### src/rtl/mp_req_sched_pkg.sv
// mp_pkg: shared constants for the main-pipe request scheduler.
//   CH_*            one-hot s1_channel encodings (MSHR tasks carry 000)
//   STARVE_LIM_DEF  default promotion threshold for channel A
//   req_e           bit positions of the per-requester grant vector
package mp_pkg;

    localparam logic [2:0] CH_MSHR = 3'b000;
    localparam logic [2:0] CH_A    = 3'b001;
    localparam logic [2:0] CH_B    = 3'b010;
    localparam logic [2:0] CH_C    = 3'b100;

    localparam int STARVE_LIM_DEF = 15;

    localparam int N_REQ = 4;

    typedef enum logic [1:0] {
        REQ_A    = 2'd0,
        REQ_B    = 2'd1,
        REQ_C    = 2'd2,
        REQ_MSHR = 2'd3
    } req_e;

endpackage

### src/rtl/mp_req_sched_if.sv
// mp_req_sched_if: request channels, pipe-side controls and s1 task outputs
// of the main-pipe scheduler.
//   <x>_valid/ready/set/tag/opcode  one request channel per x in {mshr,c,b,a}
//   mshr_id                         MSHR index carried by mshr requests
//   mshr_free, pipe_ready           allocation and pipe back-pressure inputs
//   s1_*                            task currently held in main pipe stage s1
//   stamp                           free-running cycle stamp
// master: request/pipe side (drives requests), slave: the scheduler.
interface mp_req_sched_if #(
    parameter int SET_W = 7,
    parameter int TAG_W = 8
);
    logic             mshr_valid, mshr_ready;
    logic [SET_W-1:0] mshr_set;
    logic [TAG_W-1:0] mshr_tag;
    logic [2:0]       mshr_opcode;
    logic [7:0]       mshr_id;

    logic             c_valid, c_ready;
    logic [SET_W-1:0] c_set;
    logic [TAG_W-1:0] c_tag;
    logic [2:0]       c_opcode;

    logic             b_valid, b_ready;
    logic [SET_W-1:0] b_set;
    logic [TAG_W-1:0] b_tag;
    logic [2:0]       b_opcode;

    logic             a_valid, a_ready;
    logic [SET_W-1:0] a_set;
    logic [TAG_W-1:0] a_tag;
    logic [2:0]       a_opcode;

    logic             mshr_free;
    logic             pipe_ready;

    logic             s1_valid;
    logic [2:0]       s1_channel;
    logic             s1_mshr_task;
    logic [7:0]       s1_mshr_id;
    logic [SET_W-1:0] s1_set;
    logic [TAG_W-1:0] s1_tag;
    logic [2:0]       s1_opcode;
    logic [63:0]      stamp;

    modport master (
        output mshr_valid, mshr_set, mshr_tag, mshr_opcode, mshr_id,
        output c_valid, c_set, c_tag, c_opcode,
        output b_valid, b_set, b_tag, b_opcode,
        output a_valid, a_set, a_tag, a_opcode,
        output mshr_free, pipe_ready,
        input  mshr_ready, c_ready, b_ready, a_ready,
        input  s1_valid, s1_channel, s1_mshr_task, s1_mshr_id,
        input  s1_set, s1_tag, s1_opcode, stamp
    );

    modport slave (
        input  mshr_valid, mshr_set, mshr_tag, mshr_opcode, mshr_id,
        input  c_valid, c_set, c_tag, c_opcode,
        input  b_valid, b_set, b_tag, b_opcode,
        input  a_valid, a_set, a_tag, a_opcode,
        input  mshr_free, pipe_ready,
        output mshr_ready, c_ready, b_ready, a_ready,
        output s1_valid, s1_channel, s1_mshr_task, s1_mshr_id,
        output s1_set, s1_tag, s1_opcode, stamp
    );
endinterface

### src/rtl/mp_req_sched_prio_sel.sv
// mp_prio_sel: combinational grant selection for the main-pipe scheduler.
//   inputs : pipe_ready, mshr_free, per-requester valids, A/B set indices,
//            in-flight s1/s2 (valid, set), a_first (A promoted over B)
//   outputs: grant (one-hot over req_e, zero when nothing issues),
//            a_elig (A passes the mshr_free and set-conflict checks)
module mp_prio_sel
    import mp_pkg::*;
#(
    parameter int SET_W = 7
) (
    input  logic             pipe_ready,
    input  logic             mshr_free,
    input  logic             mshr_valid,
    input  logic             c_valid,
    input  logic             b_valid,
    input  logic             a_valid,
    input  logic [SET_W-1:0] b_set,
    input  logic [SET_W-1:0] a_set,
    input  logic             s1_valid,
    input  logic [SET_W-1:0] s1_set,
    input  logic             s2_valid,
    input  logic [SET_W-1:0] s2_set,
    input  logic             a_first,
    output logic [N_REQ-1:0] grant,
    output logic             a_elig
);

    logic b_elig;
    logic a_req;
    logic b_req;

    // A set already in s1 or s2 must not be re-entered until it drains.
    function automatic logic set_busy(input logic [SET_W-1:0] set,
                                      input logic s1_v, input logic [SET_W-1:0] s1_s,
                                      input logic s2_v, input logic [SET_W-1:0] s2_s);
        return (s1_v && (s1_s == set)) || (s2_v && (s2_s == set));
    endfunction

    always_comb begin
        a_elig = mshr_free && !set_busy(a_set, s1_valid, s1_set, s2_valid, s2_set);
        b_elig = mshr_free && !set_busy(b_set, s1_valid, s1_set, s2_valid, s2_set);
        a_req  = a_valid && a_elig;
        b_req  = b_valid && b_elig;
        grant  = '0;
        if (pipe_ready) begin
            if (mshr_valid)           grant[REQ_MSHR] = 1'b1;
            else if (c_valid)         grant[REQ_C]    = 1'b1;
            else if (a_first && a_req) grant[REQ_A]   = 1'b1;
            else if (b_req)           grant[REQ_B]    = 1'b1;
            else if (a_req)           grant[REQ_A]    = 1'b1;
        end
    end

endmodule

### src/rtl/mp_req_sched.sv
// mp_req_sched: arbitrates mshr, C, B and A requests into main pipe stage s1.
//   clock  rising-edge clock
//   reset  synchronous, active-low
//   bus    mp_req_sched_if.slave: request channels, mshr_free, pipe_ready,
//          s1_* task outputs and the free-running stamp
// One task per pipe_ready cycle; grant shows up on s1 one cycle later.
// A starvation counter promotes A above B after STARVE_LIM lost cycles.
module mp_req_sched
    import mp_pkg::*;
#(
    parameter int SET_W      = 7,
    parameter int TAG_W      = 8,
    parameter int STARVE_LIM = STARVE_LIM_DEF
) (
    input  logic         clock,
    input  logic         reset,
    mp_req_sched_if.slave bus
);

    logic [7:0]       starve_cnt;
    logic             shadow_vld_p2;
    logic [SET_W-1:0] shadow_set_p2;

    logic [N_REQ-1:0] sel_grant;
    logic [N_REQ-1:0] grant;
    logic             a_elig;
    logic             a_first;

    logic [2:0]       sel_channel;
    logic             sel_mshr_task;
    logic [7:0]       sel_mshr_id;
    logic [SET_W-1:0] sel_set;
    logic [TAG_W-1:0] sel_tag;
    logic [2:0]       sel_opcode;

    assign a_first = (starve_cnt == 8'(STARVE_LIM));

    mp_prio_sel #(.SET_W(SET_W)) u_prio_sel (
        .pipe_ready (bus.pipe_ready),
        .mshr_free  (bus.mshr_free),
        .mshr_valid (bus.mshr_valid),
        .c_valid    (bus.c_valid),
        .b_valid    (bus.b_valid),
        .a_valid    (bus.a_valid),
        .b_set      (bus.b_set),
        .a_set      (bus.a_set),
        .s1_valid   (bus.s1_valid),
        .s1_set     (bus.s1_set),
        .s2_valid   (shadow_vld_p2),
        .s2_set     (shadow_set_p2),
        .a_first    (a_first),
        .grant      (sel_grant),
        .a_elig     (a_elig)
    );

    // No requester may see ready while reset is held low.
    assign grant = reset ? sel_grant : '0;

    assign bus.mshr_ready = grant[REQ_MSHR];
    assign bus.c_ready    = grant[REQ_C];
    assign bus.b_ready    = grant[REQ_B];
    assign bus.a_ready    = grant[REQ_A];

    always_comb begin
        sel_channel   = CH_A;
        sel_mshr_task = 1'b0;
        sel_mshr_id   = '0;
        sel_set       = bus.a_set;
        sel_tag       = bus.a_tag;
        sel_opcode    = bus.a_opcode;
        if (grant[REQ_MSHR]) begin
            sel_channel   = CH_MSHR;
            sel_mshr_task = 1'b1;
            sel_mshr_id   = bus.mshr_id;
            sel_set       = bus.mshr_set;
            sel_tag       = bus.mshr_tag;
            sel_opcode    = bus.mshr_opcode;
        end else if (grant[REQ_C]) begin
            sel_channel = CH_C;
            sel_set     = bus.c_set;
            sel_tag     = bus.c_tag;
            sel_opcode  = bus.c_opcode;
        end else if (grant[REQ_B]) begin
            sel_channel = CH_B;
            sel_set     = bus.b_set;
            sel_tag     = bus.b_tag;
            sel_opcode  = bus.b_opcode;
        end
    end

    // s1 register / s2 shadow boundary: both advance only on pipe_ready.
    always_ff @(posedge clock) begin
        if (!reset) begin
            bus.s1_valid     <= 1'b0;
            bus.s1_channel   <= '0;
            bus.s1_mshr_task <= 1'b0;
            bus.s1_mshr_id   <= '0;
            bus.s1_set       <= '0;
            bus.s1_tag       <= '0;
            bus.s1_opcode    <= '0;
            bus.stamp        <= '0;
            shadow_vld_p2    <= 1'b0;
            shadow_set_p2    <= '0;
            starve_cnt       <= '0;
        end else begin
            bus.stamp <= bus.stamp + 64'd1;
            if (bus.pipe_ready) begin
                shadow_vld_p2 <= bus.s1_valid;
                shadow_set_p2 <= bus.s1_set;
                bus.s1_valid  <= |grant;
                if (|grant) begin
                    bus.s1_channel   <= sel_channel;
                    bus.s1_mshr_task <= sel_mshr_task;
                    bus.s1_mshr_id   <= sel_mshr_id;
                    bus.s1_set       <= sel_set;
                    bus.s1_tag       <= sel_tag;
                    bus.s1_opcode    <= sel_opcode;
                end
                // Count only cycles A could have gone but lost to someone else.
                if (grant[REQ_A] || !bus.a_valid) begin
                    starve_cnt <= '0;
                end else if (a_elig && !a_first) begin
                    starve_cnt <= starve_cnt + 8'd1;
                end
            end
        end
    end

endmodule

### src/flat_wrapper.sv
// flat-port wrapper written by rule: the top's interface ports become plain ports
module mp_req_sched_flat import mp_pkg::*;
#(
    parameter int SET_W      = 7,
    parameter int TAG_W      = 8,
    parameter int STARVE_LIM = STARVE_LIM_DEF
)
  (clock, reset, bus_mshr_valid, bus_mshr_set, bus_mshr_tag, bus_mshr_opcode, bus_mshr_id, bus_c_valid, bus_c_set, bus_c_tag, bus_c_opcode, bus_b_valid, bus_b_set, bus_b_tag, bus_b_opcode, bus_a_valid, bus_a_set, bus_a_tag, bus_a_opcode, bus_mshr_free, bus_pipe_ready, bus_mshr_ready, bus_c_ready, bus_b_ready, bus_a_ready, bus_s1_valid, bus_s1_channel, bus_s1_mshr_task, bus_s1_mshr_id, bus_s1_set, bus_s1_tag, bus_s1_opcode, bus_stamp);
  mp_req_sched_if #(.SET_W(SET_W), .TAG_W(TAG_W)) bus_i ();
  input  logic clock;
  input  logic reset;
  input wire logic [$bits(bus_i.mshr_valid)-1:0] bus_mshr_valid;
  input wire logic [$bits(bus_i.mshr_set)-1:0] bus_mshr_set;
  input wire logic [$bits(bus_i.mshr_tag)-1:0] bus_mshr_tag;
  input wire logic [$bits(bus_i.mshr_opcode)-1:0] bus_mshr_opcode;
  input wire logic [$bits(bus_i.mshr_id)-1:0] bus_mshr_id;
  input wire logic [$bits(bus_i.c_valid)-1:0] bus_c_valid;
  input wire logic [$bits(bus_i.c_set)-1:0] bus_c_set;
  input wire logic [$bits(bus_i.c_tag)-1:0] bus_c_tag;
  input wire logic [$bits(bus_i.c_opcode)-1:0] bus_c_opcode;
  input wire logic [$bits(bus_i.b_valid)-1:0] bus_b_valid;
  input wire logic [$bits(bus_i.b_set)-1:0] bus_b_set;
  input wire logic [$bits(bus_i.b_tag)-1:0] bus_b_tag;
  input wire logic [$bits(bus_i.b_opcode)-1:0] bus_b_opcode;
  input wire logic [$bits(bus_i.a_valid)-1:0] bus_a_valid;
  input wire logic [$bits(bus_i.a_set)-1:0] bus_a_set;
  input wire logic [$bits(bus_i.a_tag)-1:0] bus_a_tag;
  input wire logic [$bits(bus_i.a_opcode)-1:0] bus_a_opcode;
  input wire logic [$bits(bus_i.mshr_free)-1:0] bus_mshr_free;
  input wire logic [$bits(bus_i.pipe_ready)-1:0] bus_pipe_ready;
  output wire logic [$bits(bus_i.mshr_ready)-1:0] bus_mshr_ready;
  output wire logic [$bits(bus_i.c_ready)-1:0] bus_c_ready;
  output wire logic [$bits(bus_i.b_ready)-1:0] bus_b_ready;
  output wire logic [$bits(bus_i.a_ready)-1:0] bus_a_ready;
  output wire logic [$bits(bus_i.s1_valid)-1:0] bus_s1_valid;
  output wire logic [$bits(bus_i.s1_channel)-1:0] bus_s1_channel;
  output wire logic [$bits(bus_i.s1_mshr_task)-1:0] bus_s1_mshr_task;
  output wire logic [$bits(bus_i.s1_mshr_id)-1:0] bus_s1_mshr_id;
  output wire logic [$bits(bus_i.s1_set)-1:0] bus_s1_set;
  output wire logic [$bits(bus_i.s1_tag)-1:0] bus_s1_tag;
  output wire logic [$bits(bus_i.s1_opcode)-1:0] bus_s1_opcode;
  output wire logic [$bits(bus_i.stamp)-1:0] bus_stamp;
  assign bus_i.mshr_valid = bus_mshr_valid;
  assign bus_i.mshr_set = bus_mshr_set;
  assign bus_i.mshr_tag = bus_mshr_tag;
  assign bus_i.mshr_opcode = bus_mshr_opcode;
  assign bus_i.mshr_id = bus_mshr_id;
  assign bus_i.c_valid = bus_c_valid;
  assign bus_i.c_set = bus_c_set;
  assign bus_i.c_tag = bus_c_tag;
  assign bus_i.c_opcode = bus_c_opcode;
  assign bus_i.b_valid = bus_b_valid;
  assign bus_i.b_set = bus_b_set;
  assign bus_i.b_tag = bus_b_tag;
  assign bus_i.b_opcode = bus_b_opcode;
  assign bus_i.a_valid = bus_a_valid;
  assign bus_i.a_set = bus_a_set;
  assign bus_i.a_tag = bus_a_tag;
  assign bus_i.a_opcode = bus_a_opcode;
  assign bus_i.mshr_free = bus_mshr_free;
  assign bus_i.pipe_ready = bus_pipe_ready;
  assign bus_mshr_ready = bus_i.mshr_ready;
  assign bus_c_ready = bus_i.c_ready;
  assign bus_b_ready = bus_i.b_ready;
  assign bus_a_ready = bus_i.a_ready;
  assign bus_s1_valid = bus_i.s1_valid;
  assign bus_s1_channel = bus_i.s1_channel;
  assign bus_s1_mshr_task = bus_i.s1_mshr_task;
  assign bus_s1_mshr_id = bus_i.s1_mshr_id;
  assign bus_s1_set = bus_i.s1_set;
  assign bus_s1_tag = bus_i.s1_tag;
  assign bus_s1_opcode = bus_i.s1_opcode;
  assign bus_stamp = bus_i.stamp;
  mp_req_sched #(.SET_W(SET_W), .TAG_W(TAG_W), .STARVE_LIM(STARVE_LIM)) u_core (.clock(clock), .reset(reset), .bus(bus_i));
endmodule
### config.mk
export PLATFORM = sky130hd
export DESIGN_NAME = mp_req_sched_flat
export DESIGN_NICKNAME = d
export VERILOG_FILES = /design/src/rtl/mp_req_sched_pkg.sv /design/src/rtl/mp_req_sched_if.sv /design/src/rtl/mp_req_sched_prio_sel.sv /design/src/rtl/mp_req_sched.sv /design/src/flat_wrapper.sv
export SDC_FILE = /design/constraint.sdc
export NUM_CORES = 1
export LEC_CHECK = 0
export ABC_CLOCK_PERIOD_IN_PS = 2700
export BUFFER_PORTS_ARGS = -buffer_cell sky130_fd_sc_hd__buf_2
export CAP_MARGIN = 25
export CORE_UTILIZATION = 46
export DETAILED_ROUTE_END_ITERATION = 10
export PLACE_DENSITY = 0.74
export SYNTH_ARGS = -nofsm -noshare
export SYNTH_HDL_FRONTEND = slang
export SYNTH_HIERARCHICAL = 1
export SYNTH_SLANG_ARGS = --single-unit
### constraint.sdc
create_clock -name clock -period 2.7 [get_ports clock]
set_input_delay 0.54 -clock clock [delete_from_list [all_inputs] [get_ports clock]]
set_output_delay 0.54 -clock clock [all_outputs]
set_load 0.005 [all_outputs]
==> impl_results.md <==
* Status: finished, final reports clean
* DRT iter0 DRCs at 425
* Leakage dissipation at 0.002880 uW
* HP Class: register to register
* Placed cell area at 0.006799 mm2
* Final hold slack at 0.4484 ns
* Drt pass-1 iters at 7
* Grt ovf at 0
* Crit path launch type: register
* Final std cells w/o fill at 1,024
* Cell taking the most area after synthesis: dfxtp_1
* CP max FO at 4
* Worst path cell trace: ha_2 > nand4b_1 > nor4_4 > o311a_1 > and2_1 > buf_2
* Die Height at 112.6 um
* Fin crit share at 94.27%
* VDD IR-drop max at 0.0003484 V
* Crit path capture type: primary output
* Post-CTS Hold Fix Bufs at 0
* Design Area, Final at 0.007176 mm2
* FP Rows at 40
* CP max-delay cell: dfxtp_1
* Clock root cell: clkbuf_16
* H-tree lvl count at 3
* Critical path class: register to primary output
* Distinct cell type count after synthesis at 49
* FF-to-FF Start: u_core/bus.stamp[13]
* Synth Cell Area at 0.005625 mm2
* Met1 Resource Use GR at 31.05%
* Flops & latches, synth at 111
* Met2 usage at 38.52%
* Synth Area per Inst at 8.141 um2
* Most frequent cells after synthesis: dfxtp_1, a21oi_1, nor2_1
* Hold Crit Depth at 2
* Pwr dens at 490.4 mW/mm2
* Max transition margin at 30.76%
* All-Layer GR Usage at 23.46%
* WP data required at 2.16 ns
* Cells on worst reg2reg path at 5
* Detailed-route via count at 5,719
* Dpl hpwl at 10,660 um
* Clock Skews at 0.009615 ns
* Worst Hold Launch: u_core/bus.s1_mshr_id[4]
* Asr flop ratio synth at 0%
* Clk buf depth at 2
* Synth top area share at 39.50%
* Syn Nets at 781
* Data arrival time of the critical path at 2.01 ns
* Pins over their slew limit at 0
* Wirelength per Cell at 14.61 um
* Area Growth Syn to Fin at 27.56%
* # clock sinks at 111
* Routed WL at 14,960 um
* Yosys warnings at 6
* Die extent in x at 112.6 um
* Min Clock Period, post-route at 2.545 ns
* Largest net degree at the start of global routing at 52
* Worst slew pin tran at 1.025 ns
* Most area-consuming cells after synthesis: dfxtp_1, a21oi_1, xnor2_1
* First-pass GRT wire length at 24,470 um
* TritonCTS clock tree: built
* Worst skew pair latency at 0.35 ns
* Core area at 0.01196 mm2
* Max Cap Viol at 0
* Layout cell share with drive strength beyond 1 at 27.37%
* DRC at 0
* TritonCTS buffer count at 9
* Met3 usage at 5.022%
* Slowest stage delay, CP at 0.37 ns
* Critical R2R Capture: u_core/bus.stamp[63]
* Final #Nets at 962
* Reg area at 0.002227 mm2
* Clk pin slew, worst setup/hold paths at 0.07 ns
* Antenna diode instance count at 0
* Port Buffer Count at 186
* Antenna violations before repair at 0
* Top FF cell, synth: dfxtp_1
* Final setup violating endpoints at 0
* I/O Pins at 187
* Post-synthesis sequential area ratio at 39.50%
* Flop2flop setup slack at 0.21 ns
* Placed Cells at 1,007
* Initial Utilization at 47.03%
* Routability cong. at 0.9048
* Cell with the most instances after synthesis: dfxtp_1
* Hold Crit Endpoint: u_core/bus.s1_mshr_id[4]
* Fillers at 1,081
* Final Hold Viols at 0
* Synth Instances at 691
* Global route hottest layer: met2
* Die Area at 0.01268 mm2
* Vias in the first global route at 5,075
* Max Freq at 392.9 MHz
* EDFF count, synth at 0
* Via/cell ratio at 5.585
* DRT antenna net count at 0
* Multi-input gate area at 0.003202 mm2
* Fin Setup TNS at 0 ns
-- state kept, by name, summed over array words and instances, names as in the netlist --
register and cells:
u_core/bus.stamp 64, u_core/bus.s1_mshr_id 8, u_core/bus.s1_tag 8, u_core/starve_cnt 8, u_core/bus.s1_set 7, u_core/shadow_set_p2 7
u_core/bus.s1_channel 3, u_core/bus.s1_opcode 3, u_core/bus.s1_mshr_task 1, u_core/bus.s1_valid 1, u_core/shadow_vld_p2 1
-- through the flow --
stage	util [%]	setup WS [ns]	total power [uW]
floorplan	-	0.1943	1880
global placement	56.84	0.07270	2026
detailed placement	56.84	0.06510	2027
CTS	59.79	0.1072	3556
global route	59.99	-0.01814	3659
finish	59.99	0.1547	3519
-- report_power, final --
group | internal (uW) | switching (uW) | leakage [uW]
Clock | 935 | 590 | 0.000170
Combinational | 148 | 167 | 0.00181
Sequential | 1660 | 20.8 | 0.000898
Total | 2740 | 779 | 0.00288
-- layer usage --
metal  vias up  share of wire (%)
met5         -                  0
met4         0               0.78
met3        11                4.7
met2       149                 47
met1      2667                 47
li1       2892                  -
-- logic make-up after synthesis --
logic type               after synthesis  share of synthesized area (%)
multiplexers                           8                          1.424
AO/OA/AOI/OAI                        178                          19.48
buffers and inverters                 56                          3.892
adder cells (fa/ha/maj)                2                         0.4448
flip-flops                           111                          39.50
XOR/XNOR                              59                          9.186
AND/OR/NAND/NOR                      277                          26.07
-- what timing repair did --
item	in CTS	in global routing
pin swaps	0	1
resized for setup	1	6
setup endpoints to repair	1	5
setup buffers	0	1
-- layout by cell type (no fill, tap or decap), drive strengths merged, types with 3 or more instances in the layout --
master and instances:
o31ai 15, or4 19, clkbuf 11, xor2 21
nor2 66, o2bb2ai 8, o21a 11, inv 15
o22ai 10, and4 9, xnor2 38, and3 10
nand2b 10, nor4 7, and2 7, nand2 42
a221oi 8, nand3 37, a21oi 74, a211oi 12
buf 212, mux2i 8, or3 14, dfxtp 111
nand4 30, o21ai 29, nor3 17, bufinv 3
-- worst max-delay path, delay by kind of cell (launching register included) --
family / cells / cell delay, ns
adder cells (fa/ha/maj): 1 / 0.22
flip-flops: 1 / 0.37
buffers and inverters: 1 / 0.15
AO/OA/AOI/OAI: 1 / 0.27
AND/OR/NAND/NOR: 3 / 0.64
-- cell type report --
class | instances | area share [%]
clock buffer | 11 | 3.383
clock inverter | 5 | 1.447
inverter | 14 | 0.7323
multi-input combinational | 524 | 44.62
sequential | 111 | 31.04
tap | 147 | 2.563
timing repair buffer | 212 | 16.22
-- how the worst max path moves through the flow --
stage | slack [ns] | depth (start not counted) | startpoint | end
3_3_place_gp | 0.07 | 13 | bus_b_set[1] | u_core/bus.s1_set[1]
2_1_floorplan | 0.19 | 11 | bus_a_set[4] | u_core/bus.s1_mshr_id[6]
5_1_grt | -0.02 | 6 | u_core/starve_cnt[1] | bus_a_ready
4_1_cts | 0.11 | 6 | u_core/starve_cnt[0] | bus_a_ready
6_report | 0.15 | 6 | u_core/starve_cnt[1] | bus_a_ready
3_5_place_dp | 0.07 | 12 | bus_b_set[1] | u_core/bus.s1_set[4]
Note: power is estimated with default switching activity, not from simulation.
